File: src/rtl/ss_pkg.sv
// ss_pkg: shared state type and width helper for the window accumulator
package ss_pkg;

    typedef enum logic [1:0] {
        ST_IDLE,
        ST_ACCUM,
        ST_OUT
    } state_e;

    function automatic int len_w(input int max_len);
        return $clog2(max_len) + 1;
    endfunction

endpackage

File: src/rtl/ss_detect_edge.sv
// ss_detect_edge: single-bit rising/falling edge detector with registered output
module ss_detect_edge #(
    parameter bit RISE = 1'b1
) (
    input  logic i_clk,
    input  logic i_rst_n,
    input  logic i_sig,
    output logic o_edge
);

    logic prev_q, prev_d;
    logic edge_q, edge_d;

    // The history flop resets to the "already asserted" level so a level held
    // through reset release is not mistaken for a fresh edge.
    always_comb begin
        prev_d = i_sig;
        edge_d = RISE ? (i_sig & ~prev_q) : (~i_sig & prev_q);
    end

    // Register input history and the detected edge
    always_ff @(posedge i_clk or negedge i_rst_n) begin
        if (!i_rst_n) begin
            prev_q <= RISE;
            edge_q <= 1'b0;
        end else begin
            prev_q <= prev_d;
            edge_q <= edge_d;
        end
    end

    assign o_edge = edge_q;

endmodule

File: src/rtl/ss_accum_window.sv
// ss_accum_window: multi-channel windowed accumulator with saturate/wrap and result handshake
module ss_accum_window
    import ss_pkg::*;
#(
    parameter int SIZE_DATA = 8,
    parameter int N_CH      = 4,
    parameter int MAX_LEN   = 256,
    parameter int SIZE_SUM  = SIZE_DATA + $clog2(MAX_LEN)
) (
    input  logic                       i_clk,
    input  logic                       i_rst_n,
    input  logic                       i_start,
    input  logic [len_w(MAX_LEN)-1:0]  i_len,
    input  logic                       i_mode_sat,
    input  logic                       i_valid,
    output logic                       o_ready,
    input  logic [N_CH*SIZE_DATA-1:0]  i_data,
    output logic [N_CH*SIZE_SUM-1:0]   o_sum,
    output logic                       o_sum_valid,
    input  logic                       i_sum_ready,
    output logic [N_CH-1:0]            o_ovf,
    output logic                       o_busy,
    output logic                       o_done,
    output logic                       o_err
);

    localparam int LW  = len_w(MAX_LEN);
    localparam int SW1 = SIZE_SUM + 1;

    state_e          state_q, state_d;
    logic [LW-1:0]   len_q, len_d;
    logic [LW-1:0]   cnt_q, cnt_d;
    logic            sat_q, sat_d;
    logic            sum_valid_q, sum_valid_d;
    logic            done_q, done_d;
    logic            err_q, err_d;
    logic            start_edge;
    logic            len_ok;
    logic            start_ok;
    logic            hs;
    logic            last;

    ss_detect_edge #(.RISE(1'b1)) u_start_edge (
        .i_clk  (i_clk),
        .i_rst_n(i_rst_n),
        .i_sig  (i_start),
        .o_edge (start_edge)
    );

    assign len_ok   = (i_len != '0) && (i_len <= LW'(MAX_LEN));
    assign start_ok = (state_q == ST_IDLE) && start_edge && len_ok;
    assign hs       = (state_q == ST_ACCUM) && i_valid;
    assign last     = hs && (cnt_q == len_q - LW'(1));

    // Next-state and control: start acceptance, sample counting, result handshake
    always_comb begin
        state_d     = state_q;
        len_d       = len_q;
        sat_d       = sat_q;
        cnt_d       = cnt_q;
        sum_valid_d = sum_valid_q;
        done_d      = 1'b0;
        err_d       = 1'b0;
        case (state_q)
            ST_IDLE: begin
                if (start_edge) begin
                    if (len_ok) begin
                        state_d = ST_ACCUM;
                        len_d   = i_len;
                        sat_d   = i_mode_sat;
                        cnt_d   = '0;
                    end else begin
                        err_d = 1'b1;
                    end
                end
            end
            ST_ACCUM: begin
                if (hs) begin
                    cnt_d = cnt_q + LW'(1);
                    if (last) begin
                        state_d     = ST_OUT;
                        sum_valid_d = 1'b1;
                    end
                end
            end
            ST_OUT: begin
                if (i_sum_ready) begin
                    state_d     = ST_IDLE;
                    sum_valid_d = 1'b0;
                    done_d      = 1'b1;
                end
            end
            default: state_d = ST_IDLE;
        endcase
    end

    // Control registers
    always_ff @(posedge i_clk or negedge i_rst_n) begin
        if (!i_rst_n) begin
            state_q     <= ST_IDLE;
            len_q       <= '0;
            sat_q       <= 1'b0;
            cnt_q       <= '0;
            sum_valid_q <= 1'b0;
            done_q      <= 1'b0;
            err_q       <= 1'b0;
        end else begin
            state_q     <= state_d;
            len_q       <= len_d;
            sat_q       <= sat_d;
            cnt_q       <= cnt_d;
            sum_valid_q <= sum_valid_d;
            done_q      <= done_d;
            err_q       <= err_d;
        end
    end

    for (genvar c = 0; c < N_CH; c++) begin : g_ch
        logic [SIZE_SUM-1:0] acc_q, acc_d;
        logic [SIZE_SUM-1:0] sum_q, sum_d;
        logic [SIZE_SUM-1:0] add_res;
        logic [SIZE_SUM:0]   ext;
        logic                add_ovf;
        logic                ovf_q, ovf_d;

        // One extra bit on the adder exposes the carry used for both clamp and overflow flag
        always_comb begin
            ext     = {1'b0, acc_q} + SW1'(i_data[c*SIZE_DATA +: SIZE_DATA]);
            add_ovf = ext[SIZE_SUM];
            add_res = (add_ovf && sat_q) ? '1 : ext[SIZE_SUM-1:0];
            acc_d   = start_ok ? '0 : hs ? add_res : acc_q;
            ovf_d   = start_ok ? 1'b0 : (ovf_q | (hs & add_ovf));
            sum_d   = last ? add_res : sum_q;
        end

        // Per-channel accumulator, sticky overflow and result registers
        always_ff @(posedge i_clk or negedge i_rst_n) begin
            if (!i_rst_n) begin
                acc_q <= '0;
                ovf_q <= 1'b0;
                sum_q <= '0;
            end else begin
                acc_q <= acc_d;
                ovf_q <= ovf_d;
                sum_q <= sum_d;
            end
        end

        assign o_sum[c*SIZE_SUM +: SIZE_SUM] = sum_q;
        assign o_ovf[c]                      = ovf_q;
    end

    assign o_ready     = (state_q == ST_ACCUM);
    assign o_busy      = (state_q != ST_IDLE);
    assign o_sum_valid = sum_valid_q;
    assign o_done      = done_q;
    assign o_err       = err_q;

endmodule

File: config.mk
export PLATFORM = sky130hd
export DESIGN_NAME = ss_accum_window
export DESIGN_NICKNAME = d
export VERILOG_FILES = /design/src/rtl/ss_pkg.sv /design/src/rtl/ss_detect_edge.sv /design/src/rtl/ss_accum_window.sv
export SDC_FILE = /design/constraint.sdc
export NUM_CORES = 1
export LEC_CHECK = 0
export ABC_AREA = 1
export CAP_MARGIN = 25
export CORE_AREA = 2 2 128 161
export CTS_BUF_LIST = sky130_fd_sc_hd__clkbuf_4
export CTS_CLUSTER_DIAMETER = 120
export CTS_CLUSTER_SIZE = 16
export DETAILED_ROUTE_END_ITERATION = 8
export DIE_AREA = 0 0 130 163
export DONT_BUFFER_PORTS = 1
export PLACE_DENSITY = 0.67
export SETUP_SLACK_MARGIN = 0.15
export SLEW_MARGIN = 20
export SYNTH_ARGS = -nofsm -noshare
export SYNTH_HDL_FRONTEND = slang
export SYNTH_SLANG_ARGS = --single-unit
File: constraint.sdc
create_clock -name i_clk -period 2.65 [get_ports i_clk]
set_clock_uncertainty 0.15 [all_clocks]
set_input_delay 0.795 -clock i_clk [delete_from_list [all_inputs] [get_ports i_clk]]
set_output_delay 0.795 -clock i_clk [all_outputs]
set_load 0.02 [all_outputs]
# After elaboration in Yosys (flattened, before gate mapping)
# Cells that the tools add are included.
[op_classes]
add_sub_neg = 6
magnitude_cmp = 1
n_eq_ne = 8
n_mux = 35
bitwise_logic = 10
n_reduce_logical = 19
[ops]
columns = ["cell", "count"]
rows = [
  ["16-bit 2-to-1 mux", 12],
  ["16-bit by 8-bit adder with 17-bit output", 4],
  ["9-bit 2-to-1 mux", 3],
  ["9-bit one-hot mux with 2 select lines", 1],
  ["1-bit 2-to-1 mux", 12],
  ["2-bit 2-to-1 mux", 5],
  ["9-bit by 1-bit adder with 9-bit output, second input constant", 1],
  ["9-bit == test", 1],
  ["9-bit less-or-equal comparator, second input constant", 1],
  ["1-bit logical AND", 9],
  ["9-bit nonzero test", 1],
  ["9-bit by 1-bit subtractor with 9-bit output, second input constant", 1],
  ["4-bit AND reduction", 2],
  ["2-bit nonzero test", 4],
  ["2-bit by 1-bit != test with 1-bit output, second input constant", 3],
  ["2-bit one-hot mux with 3 select lines", 1],
  ["1-bit AND", 5],
  ["5-bit AND reduction", 1],
  ["2-bit != test, second input constant", 2],
  ["1-bit OR", 4],
  ["3-bit AND reduction", 1],
  ["2-bit by 1-bit == test with 1-bit output, second input constant", 1],
  ["2-bit == test, second input constant", 1],
  ["2-bit zero test", 1],
  ["2 further kinds", 2],
]
[totals]
ff_bits = 158
in_bits = 47
output_inout_bits = 73
word_cells = 100

# Depth between registers and ports, before layout
# Gate-level depths: netlist of run 1.
[logic_depth]
word_depth = 6
depth_mapped = 14
ltp_nobuf = 13

# Cells and area by module
# Synthesis of run 1 repeated with hierarchy kept, for this count alone.
[hier_totals]
cells_unflattened = 1358
area_unflattened_um2 = 9556.7
[modules_own_cells]
columns = ["mod", "instances", "cells_per_inst", "area_each_um2", "seq_area_each_um2"]
rows = [
  ["ss_accum_window", 1, 1354, 9495.4, 3903.7],
  ["ss_detect_edge", 1, 4, 61.3, 51.3],
]

# Worst setup path before layout of run 1
# Ideal clock, no wire load.
[synth_path]
kind = "input port to flip-flop"
startpoint = "input i_data[0]"
endpoint = "register g_ch[0].acc_q[8]"
setup_time_ns = 0.076
arrival_ns = 2.435
required_time_ns = 2.424
setup_slack_ns = -0.011
path_stages = 13
n_path_buf = 1
cell_sequence = "ha_1 -> inv_1 -> fa_1 -> inv_1 -> nand3_1 -> nand3_1 -> nand2_1 -> nand2_1 -> nand3_1 -> buf_2 -> nand2_1 -> nand2_1 -> o21ai_1"
[synth_between]
elab_chain_cells = 5
[synth_lines]
columns = ["element", "line_no", "source"]
rows = [
  ["from (decl)", "ss_accum_window.sv:17", "input logic [N_CH*SIZE_DATA-1:0] i_data,"],
  ["16-bit by 8-bit adder with 17-bit output *", "ss_accum_window.sv:128", "ext = {1'b0, acc_q} + SW1'(i_data[c*SIZE_DATA +: SIZE_DATA]);"],
  ["1-bit logical AND", "ss_accum_window.sv:130", "add_res = (add_ovf && sat_q) ? '1 : ext[SIZE_SUM-1:0];"],
  ["16-bit 2-to-1 mux *", "ss_accum_window.sv:130", ""],
  ["16-bit 2-to-1 mux * (2 in series)", "ss_accum_window.sv:131", "acc_d = start_ok ? '0 : hs ? add_res : acc_q;"],
  ["to (signal assigned)", "ss_accum_window.sv:139", "acc_q <= '0;"],
  ["to (signal assigned)", "ss_accum_window.sv:143", "acc_q <= acc_d;"],
  ["to (decl)", "ss_accum_window.sv:119", "logic [SIZE_SUM-1:0] acc_q, acc_d;"],
]
# Mark *: on every way between the ends. The rest lies on a longest branch, timed or not. The select of a mux whose other input is x is not followed.
# A chain may end at the register's enable or synchronous reset.

# Final worst setup path of run 1
[layout_path]
startpoint = "register len_q[0]"
endpoint = "register g_ch[2].sum_q[0]"
[layout_between]
elab_chain_cells = 3
[layout_lines]
columns = ["element", "line_no", "source"]
rows = [
  ["from (decl)", "ss_accum_window.sv:31", "logic [LW-1:0] len_q, len_d;"],
  ["from (signal assigned)", "ss_accum_window.sv:109", "len_q <= len_d;"],
  ["9-bit by 1-bit subtractor with 9-bit output", "ss_accum_window.sv:53", "assign last = hs && (cnt_q == len_q - LW'(1));"],
  ["9-bit == test", "ss_accum_window.sv:53", ""],
  ["1-bit logical AND", "ss_accum_window.sv:53", ""],
  ["to (signal assigned)", "ss_accum_window.sv:145", "sum_q <= sum_d;"],
  ["to (decl)", "ss_accum_window.sv:120", "logic [SIZE_SUM-1:0] sum_q, sum_d;"],
]
# No other way between the ends.

==> metrics.yaml, run 1 <==
vias_per_cell: 5.01
area_growth_pct: 5.55
grt_use_total_pct: 24.3
synth.cell_area_um2: 10200
cpMaxStageDelayCell: "dfrtp_1"
cp_data_arrival_time_ns: 2.65
setup_ws_ns: 0.355
vias: 8645
drtPass1Iterations: 7
critPathLaunchType: "flop"
crit_family: "simple AND/OR/NAND/NOR gates"
use_met2_pct: 43.0
crit_path_cell_trace: "inv_1 > ha_1 > inv_1 > nand2_1 > nand2_1 > nand2_1 > nand2_1 > nand3_2 > nor2_4 > nand2_4 > nor2_8 > buf_4 > nand2_1 > nand2_1"
rrSetupSlack_ns: 0.36
final_util_pct: 54.3
postCtsSetupBuffers: 0
drc: 0
coreArea_um2: 19800
grt_pass1_wl_um: 41000
wl_per_cell_um: 14.2
synth_cell_type_count: 40
maxCapViolCount: 0
vdd_drop_max_v: 0.000458
dieArea_um2: 21200
gr-usage-met3_pct: 5.81
postRouteWirelength_um: 24400
synth_area_leaders: "dfrtp_1 (39%), nand2_1 (20%), inv_1 (7.1%), nand3_1 (6.5%), nand2_2 (5.8%)"
violations: "negative hold slack"
cp.buffers_inverters: 3
synthXorXnorAreaFrac_pct: 2.66
syn_avg_cell_area_um2: 7.12
p_per_area_nw_per_um2: 964
pin_count: 120
hold_path_class: "primary input to async pin"
root_buffer: "clkbuf_4"
synthMuxAreaShare_pct: 0.0982
ys_ff_latch: 158
antenna_found_initial: 1
fmax_mhz: 436
layout_min_cycle_time_ns: 2.29
cts_tree: "yes"
grt_max_degree: 159
tightest_slew_ns: 0.578
antenna_left: 0
synth_largest_area_cell: "dfrtp_1"
final-hold-violation-count: 157
setup_tns_ns: 0
die-width_um: 130
numClockSinks: 158
synth_compound_area_share_pct: 3.49
die_height_um: 163
slowest_delay_ns: 0.45
synth_fa_ha_area_share_pct: 4.96
path_clk_slew_ns: 0.15
yosys_warnings: 0
grt_pass1_vias: 8646
gp_congestion: 0.923
cts-buffers-inserted: 17
startpoint: "len_q[0]$_DFFE_PN0P_"
status: "finished, violations left"
synth_fp_nets: 1517
cpMostUsedCell: "nand2_1"
place_ws_ns: 0.0208
relSlewSlack_pct: 61.4
cts_buffer_depth: 2
worstSetupPathType: "flop to flop"
synth_cells: 1432
hpwlAfterDp_um: 17900
htreeDepth: 4
nets: 1524
reg2reg_depth: 14
finalMaxSlewViolations: 0
worstPathRequired_ns: 3.00
crit_fanout: 13
grt-busiest-layer: "met2"
rows: 58
yosys.area.top_type_share_pct: 38.5
synth_top_family_by_area: "simple AND/OR/NAND/NOR gates"
whs_ns: -0.252
r2r-end: "g_ch[2].sum_q[0]$_DFFE_PN0P_"
grt_remaining_overflow: 0
period_share_pct: 86.6
io_buffers: 0
rsz0062_at_grt: "no"
ys_seq_area_share_pct: 38.8
finalSetupViolations: 0
initial_core_util_pct: 51.5
drive_above_1_share_pct: 13.6
yosys.area_share.simple_pct: 39.1
drt_iter0_markers: 373
power_leakage_nw: 6.00
cp-end-kind: "flop"
use_met1_pct: 28.6
final_common_cell: "nand2_1"
insertion_delay_ns: 0.57
layout_common_cells: "nand2_1 (542), inv_1 (193), dfrtp_1 (157)"
r2r-start: "len_q[0]$_DFFE_PN0P_"
## layer usage
| layer | up-vias | share of wire [%] |
|---|---|---|
| li1 | 4427 | - |
| met1 | 3996 | 42 |
| met2 | 194 | 50 |
| met3 | 28 | 5.5 |
| met4 | 0 | 2.0 |
| met5 | - | 0 |
## flip-flops by register name, indices dropped and copies added, names as in the netlist
signal / flops
sat_q: 1
o_sum_valid: 1
g_ch.sum_q: 64
o_err: 1
u_start_edge.o_edge: 1
o_done: 1
cnt_q: 9
len_q: 9
g_ch.ovf_q: 4
state_q: 2
u_start_edge.prev_q: 1
g_ch.acc_q: 64
## final cells by class
class | instances | area [µm²]
Fill cell | 1993 | 9050
Tap cell | 270 | 338
Multi-Input combinational cell | 1031 | 5200
Clock buffer | 21 | 158
Sequential cell | 158 | 3960
Clock inverter | 11 | 93.8
Inverter | 202 | 771
Timing Repair Buffer | 29 | 241
Antenna cell | 3 | 7.51
## worst reg2reg max path, delay by kind of cell, from the launching register on
family                   cells  cell delay [ns]
flip-flops                   1             0.45
buffers and inverters        3             0.47
adder cells (fa/ha/maj)      1             0.28
AND/OR/NAND/NOR             10             0.90
## cell usage after synthesis (all sizes together)
master and instances:
a21boi 4, a21o 1, a21oi 9, and2 5, and3 1, buf 27, clkbuf 14, clkinv 2
dfrtp 157, dfstp 1, fa 4, ha 34, inv 200, mux2i 1, nand2 642, nand3 142
nand4 20, nor2 70, nor3 12, o21ai 53, or2 2, xnor2 5, xor2 26
## timing repair
item | 4_1_cts | 5_1_grt
endpoints found under the setup margin | 0 | 51
gates resized for setup | 0 | 3
hold endpoints to repair | 158 | 158
## through the flow
stage,power (mW),instances,area [µm²]
6_report,10.4,1725,10800
2_1_floorplan,7.83,1432,10300
4_1_cts,10.5,1722,10700
3_5_place_dp,9.04,1690,10500
5_1_grt,11.4,1725,10800
3_3_place_gp,8.96,1690,10500
## worst max-delay path by stage
stage                                     to  slack, ns  cells after the start
2_1_floorplan   g_ch[0].acc_q[8]$_DFFE_PN0P_       0.15                     13
3_3_place_gp    g_ch[0].acc_q[8]$_DFFE_PN0P_       0.06                     12
3_5_place_dp    g_ch[0].acc_q[8]$_DFFE_PN0P_       0.02                     12
4_1_cts        g_ch[0].sum_q[10]$_DFFE_PN0P_       0.20                     13
5_1_grt         g_ch[2].sum_q[0]$_DFFE_PN0P_       0.17                     14
6_report        g_ch[2].sum_q[0]$_DFFE_PN0P_       0.36                     14
## cells by family (layout without fill, tap and decap cells)
group,after synthesis,in the layout
multiplexers,1,1
AND/OR/NAND/NOR,894,894
other,0,3
adder cells (fa/ha/maj),38,38
flip-flops,158,158
XOR/XNOR,31,31
AO/OA/AOI/OAI,67,67
buffers and inverters,243,263
## where the power goes
group	internal, mW	switching, mW	total, mW
combinational	1.80	3.22	5.02
sequential	3.07	0.891	3.96
clock	0.499	0.895	1.39
total	5.36	5.01	10.4
(Power assumes the default switching activity.)
==> inputs of run 2 (changes only) <==
- CORE_AREA: 2 2 128 161 -> 2 2 138 174
- DIE_AREA: 0 0 130 163 -> 0 0 140 176
- PLACE_DENSITY: 0.67 -> unset
==> metrics.yaml, run 2 (synthesis gave the netlist of run 1 again) <==
crit_fanout: 4
multi_input_area_um2: 5200
top_regs: "g_ch.acc_q: 64 flops, g_ch.sum_q: 64 flops"
die_height_um: 176
hpwlAfterDp_um: 18000
r2r-start: "len_q[0]$_DFFE_PN0P_"
setup_tns_ns: 0
drc: 9
cp-end-kind: "output pin"
critPathLaunchType: "flop"
drt_iter0_markers: 389
reg2reg_depth: 13
finalMaxSlewViolations: 0
grt_max_degree: 159
layout_common_cells: "nand2_1 (542), inv_1 (193), dfrtp_1 (156)"
period_share_pct: 88.7
rrSetupSlack_ns: 0.36
pin_count: 120
power_leakage_nw: 6.05
drtPass1Iterations: 9
startpoint: "state_q[1]$_DFFE_PN0P_"
numClockSinks: 158
hold_path_class: "primary input to async pin"
worstPathRequired_ns: 1.71
antenna_found_initial: 1
holdBufCountCts: 1
cts-buffers-inserted: 17
rows: 62
register_area_um2: 3960
cts_buffer_depth: 2
grt_use_total_pct: 21.0
violations: "design-rule violations, negative hold slack"
area_growth_pct: 6.74
htreeDepth: 4
drive_above_1_share_pct: 13.8
fillers: 2336
fin_area_um2: 10900
coreArea_um2: 22900
gp_congestion: 0.905
slowest_delay_ns: 0.49
finalSetupViolations: 0
cts_tree: "yes"
final-hold-violation-count: 157
die-width_um: 140
vias: 8457
postRouteWirelength_um: 24600
grt_remaining_overflow: 0
whs_ns: -0.280
maxCapViolCount: 0
grt_pass1_vias: 8524
io_buffers: 0
cpMaxStageDelayCell: "dfrtp_1"
worstSetupPathType: "flop to output pin"
endpoint: "o_busy"
nets: 1525
p_per_area_nw_per_um2: 971
rsz0062_at_grt: "no"
wl_per_cell_um: 14.1
final_common_cell: "nand2_1"
path_clk_slew_ns: 0.15
dieArea_um2: 24600
tightest_slew_ns: 0.638
insertion_delay_ns: 0.60
grt_pass1_wl_um: 41700
layout_min_cycle_time_ns: 2.35
fmax_mhz: 425
place_ws_ns: 0.0138
cp_data_arrival_time_ns: 1.41
relSlewSlack_pct: 57.5
placed_area_um2: 10600
vias_per_cell: 4.85
initial_core_util_pct: 44.6
vdd_drop_max_v: 0.000441
setup_ws_ns: 0.299
r2r-end: "g_ch[3].sum_q[0]$_DFFE_PN0P_"
root_buffer: "clkbuf_4"
crit_path_cell_trace: "nor2_1 > inv_1"
status: "finished, violations left"
antenna_left: 0
-- run 2: cell types whose count changed in the layout (fill, tap and decap cells not counted), sizes merged --
cell	delta
inv	+7
clkbuf	-4
clkinvlp	-3
diode	-2
bufinv	+1
clkinv	-1
dlygate4sd3	+1
-- run 2: final cells by class --
type / instances / area share, %
Clock inverter: 15 / 1.63
Timing Repair Buffer: 30 / 2.67
Sequential cell: 158 / 36.4
Inverter: 202 / 7.08
Clock buffer: 17 / 1.17
Antenna cell: 1 / 0.0230
Multi-Input combinational cell: 1031 / 47.8
Tap cell: 288 / 3.31
-- run 2: stage by stage --
stage	power, mW	utilization, %	std cells	hold WS (ns)
2_1_floorplan	7.83	-	1432	0.293
3_3_place_gp	9.00	46.2	1708	0.309
3_5_place_dp	9.06	46.2	1708	0.317
4_1_cts	10.7	47.5	1741	-0.341
5_1_grt	11.6	47.6	1742	-0.344
6_report	10.6	47.6	1742	-0.280
-- run 2: per-layer routing --
metal  wire (µm)  GRT usage [%]  share of wire [%]
met4         369           6.44                1.5
met1       10900           25.4                 44
met3        1150           5.15                4.7
met2       12200           37.0                 50
met5           0              0                  0
-- run 2: critical path: cells and delay by family, from the launching register on --
family | cells | cell delay (ns)
buffers and inverters | 1 | 0.15
flip-flops | 1 | 0.49
AND/OR/NAND/NOR | 1 | 0.17
-- run 2: power breakdown --
part | switching [mW] | internal (mW) | total (mW)
clock network | 0.997 | 0.597 | 1.59
registers | 0.886 | 3.07 | 3.95
logic | 3.20 | 1.82 | 5.02
-- run 2: timing repair --
action                                  4_1_cts  5_1_grt
endpoints found under the setup margin        0       18
hold endpoints to repair                    159      158
resized for setup                             0        1
buffers inserted                              0        0
-- run 2: worst min path at each step --
stage	end	from	slack, ns	depth (start not counted)
after global routing	g_ch[0].acc_q[3]$_DFFE_PN0P_	i_rst_n	-0.34	0
after CTS	g_ch[0].sum_q[2]$_DFFE_PN0P_	i_rst_n	-0.34	0
after floorplan	g_ch[3].ovf_q$_DFF_PN0_	g_ch[3].ovf_q$_DFF_PN0_	0.29	2
after global placement	g_ch[0].acc_q[4]$_DFFE_PN0P_	g_ch[0].acc_q[4]$_DFFE_PN0P_	0.31	2
after detailed placement	g_ch[3].acc_q[2]$_DFFE_PN0P_	g_ch[3].acc_q[2]$_DFFE_PN0P_	0.32	2
final	g_ch[0].acc_q[3]$_DFFE_PN0P_	i_rst_n	-0.28	0
==> inputs of run 3 (changes only) <==
- CORE_AREA: 2 2 138 174 -> 2 2 146 184
- DIE_AREA: 0 0 140 176 -> 0 0 148 186
==> metrics.yaml, run 3 (synthesis gave the netlist of run 1 again) <==
p_per_area_nw_per_um2: 958
dp.cells: 1755
vias: 8693
status: "finished, violations left"
rsz0062_at_grt: "no"
power_frac_comb_pct: 48.1
vias_per_cell: 4.83
cts_tree: "yes"
dieArea_um2: 27500
die-width_um: 148
hold_path_class: "primary input to async pin"
maxCapViolCount: 0
final_common_cell: "nand2_1"
coreArea_um2: 25800
wl_per_cell_um: 14.6
violations: "negative hold slack"
layout_common_cells: "nand2_1 (542), inv_1 (193), dfrtp_1 (157)"
io_buffers: 0
cts_buffer_depth: 2
grt_max_degree: 159
pin_count: 120
tightest_slew_ns: 0.605
placed_area_um2: 10600
area_growth_pct: 8.22
drtPass1Iterations: 5
rows: 66
layout_min_cycle_time_ns: 2.35
worstSetupPathType: "flop to output pin"
fmax_mhz: 425
critPathLaunchType: "flop"
antenna_found_initial: 1
initial_core_util_pct: 39.6
hpwlAfterDp_um: 18600
drt_iter0_markers: 399
antenna_left: 0
postRouteWirelength_um: 26200
finalSetupViolations: 0
switching_share_pct: 48.1
period_share_pct: 88.7
p_sw_mw: 5.09
cp_data_arrival_time_ns: 1.41
whs_ns: -0.265
p_int_mw: 5.48
p_seq_share_pct: 37.4
final_cell_count_no_fill: 1799
nets: 1530
holdBufCountCts: 1
drc: 0
pwr-share-clk_pct: 14.4
htreeDepth: 4
insertion_delay_ns: 0.59
grt_remaining_overflow: 0
final_util_pct: 42.8
gp_congestion: 0.913
drive_above_1_share_pct: 14.1
root_buffer: "clkbuf_4"
top_regs: "g_ch.acc_q: 64 flops, g_ch.sum_q: 64 flops"
final-hold-violation-count: 157
fin_area_um2: 11000
relSlewSlack_pct: 59.7
cts-buffers-inserted: 17
grt_pass1_vias: 8589
finalMaxSlewViolations: 0
worstPathRequired_ns: 1.71
numClockSinks: 158
power_leakage_nw: 6.09
grt_use_total_pct: 19.1
vdd_drop_max_v: 0.000513
die_height_um: 186
cp-end-kind: "output pin"
crit_fanout: 4
grt_pass1_wl_um: 42200
path_clk_slew_ns: 0.16
## run 3: cell types whose count changed in the layout (fill, tap and decap cells not counted), sizes merged
| cell | before | now |
|---|---|---|
| clkinv | 4 | 8 |
| inv | 209 | 203 |
| clkbuf | 17 | 22 |
| buf | 29 | 31 |
## run 3: power groups by stage
stage          clock network, mW  registers [mW]  logic (mW)
2_1_floorplan                  0            3.78        4.05
3_3_place_gp                   0            4.00        5.00
3_5_place_dp                   0            4.00        5.08
4_1_cts                     1.60            3.97        5.10
5_1_grt                     1.66            4.06        5.88
6_report                    1.53            3.96        5.09
## run 3: final timing paths
kind | startpoint | endpoint | slack (ns) | cells past startpoint
max | state_q[1]$_DFFE_PN0P_ | o_busy | 0.30 | 2
min | i_rst_n | g_ch[0].sum_q[3]$_DFFE_PN0P_ | -0.26 | 0
max reg2reg | len_q[0]$_DFFE_PN0P_ | g_ch[0].sum_q[9]$_DFFE_PN0P_ | 0.38 | 15
min reg2reg | g_ch[2].acc_q[0]$_DFFE_PN0P_ | g_ch[2].acc_q[0]$_DFFE_PN0P_ | 0.34 | 2
max in group asynchronous | i_rst_n | u_start_edge.prev_q$_DFF_PN1_ | 2.20 | 0
min in group i_clk | i_start | u_start_edge.o_edge$_DFF_PN0_ | 0.15 | 2
## run 3: layout make-up
| type | count | area [µm²] |
|---|---|---|
| antenna | 1 | 2.50 |
| multi-input combinational | 1031 | 5200 |
| timing repair buffer | 35 | 397 |
| inverter | 202 | 771 |
| clock buffer | 19 | 143 |
| sequential | 158 | 3960 |
| tap | 340 | 425 |
| clock inverter | 13 | 141 |
| fill | 2778 | 14700 |
## run 3: per-stage QoR
stage	total power [mW]	setup slack, ns	TNS [ns]
detailed placement	9.08	-0.00489	-0.00489
finish	10.6	0.299	0
global placement	9.00	0.0501	0
CTS	10.7	0.231	0
floorplan	7.83	0.148	0
global route	11.6	0.167	0
## run 3: worst max-delay path, cell delays in order (launching register included)
cell and delay (ns):
dfrtp_1 0.48, nor2_1 0.19, inv_1 0.16
## run 3: routing by layer
metal  global-route usage, %  vias to the layer above  wire (µm)  part of all wire [%]
li1                        -                     4444          -                     -
met1                    23.2                     4052      11600                    44
met2                    34.1                      162      12800                    49
met3                    3.85                       35       1230                   4.7
met4                    5.94                        0        560                   2.1
met5                       0                        -          0                     0
## run 3: timing repair
item | CTS | global route
hold endpoints to repair | 159 | 158
buffers inserted | 0 | 6
endpoints found under the setup margin | 0 | 14
resized for setup | 0 | 1
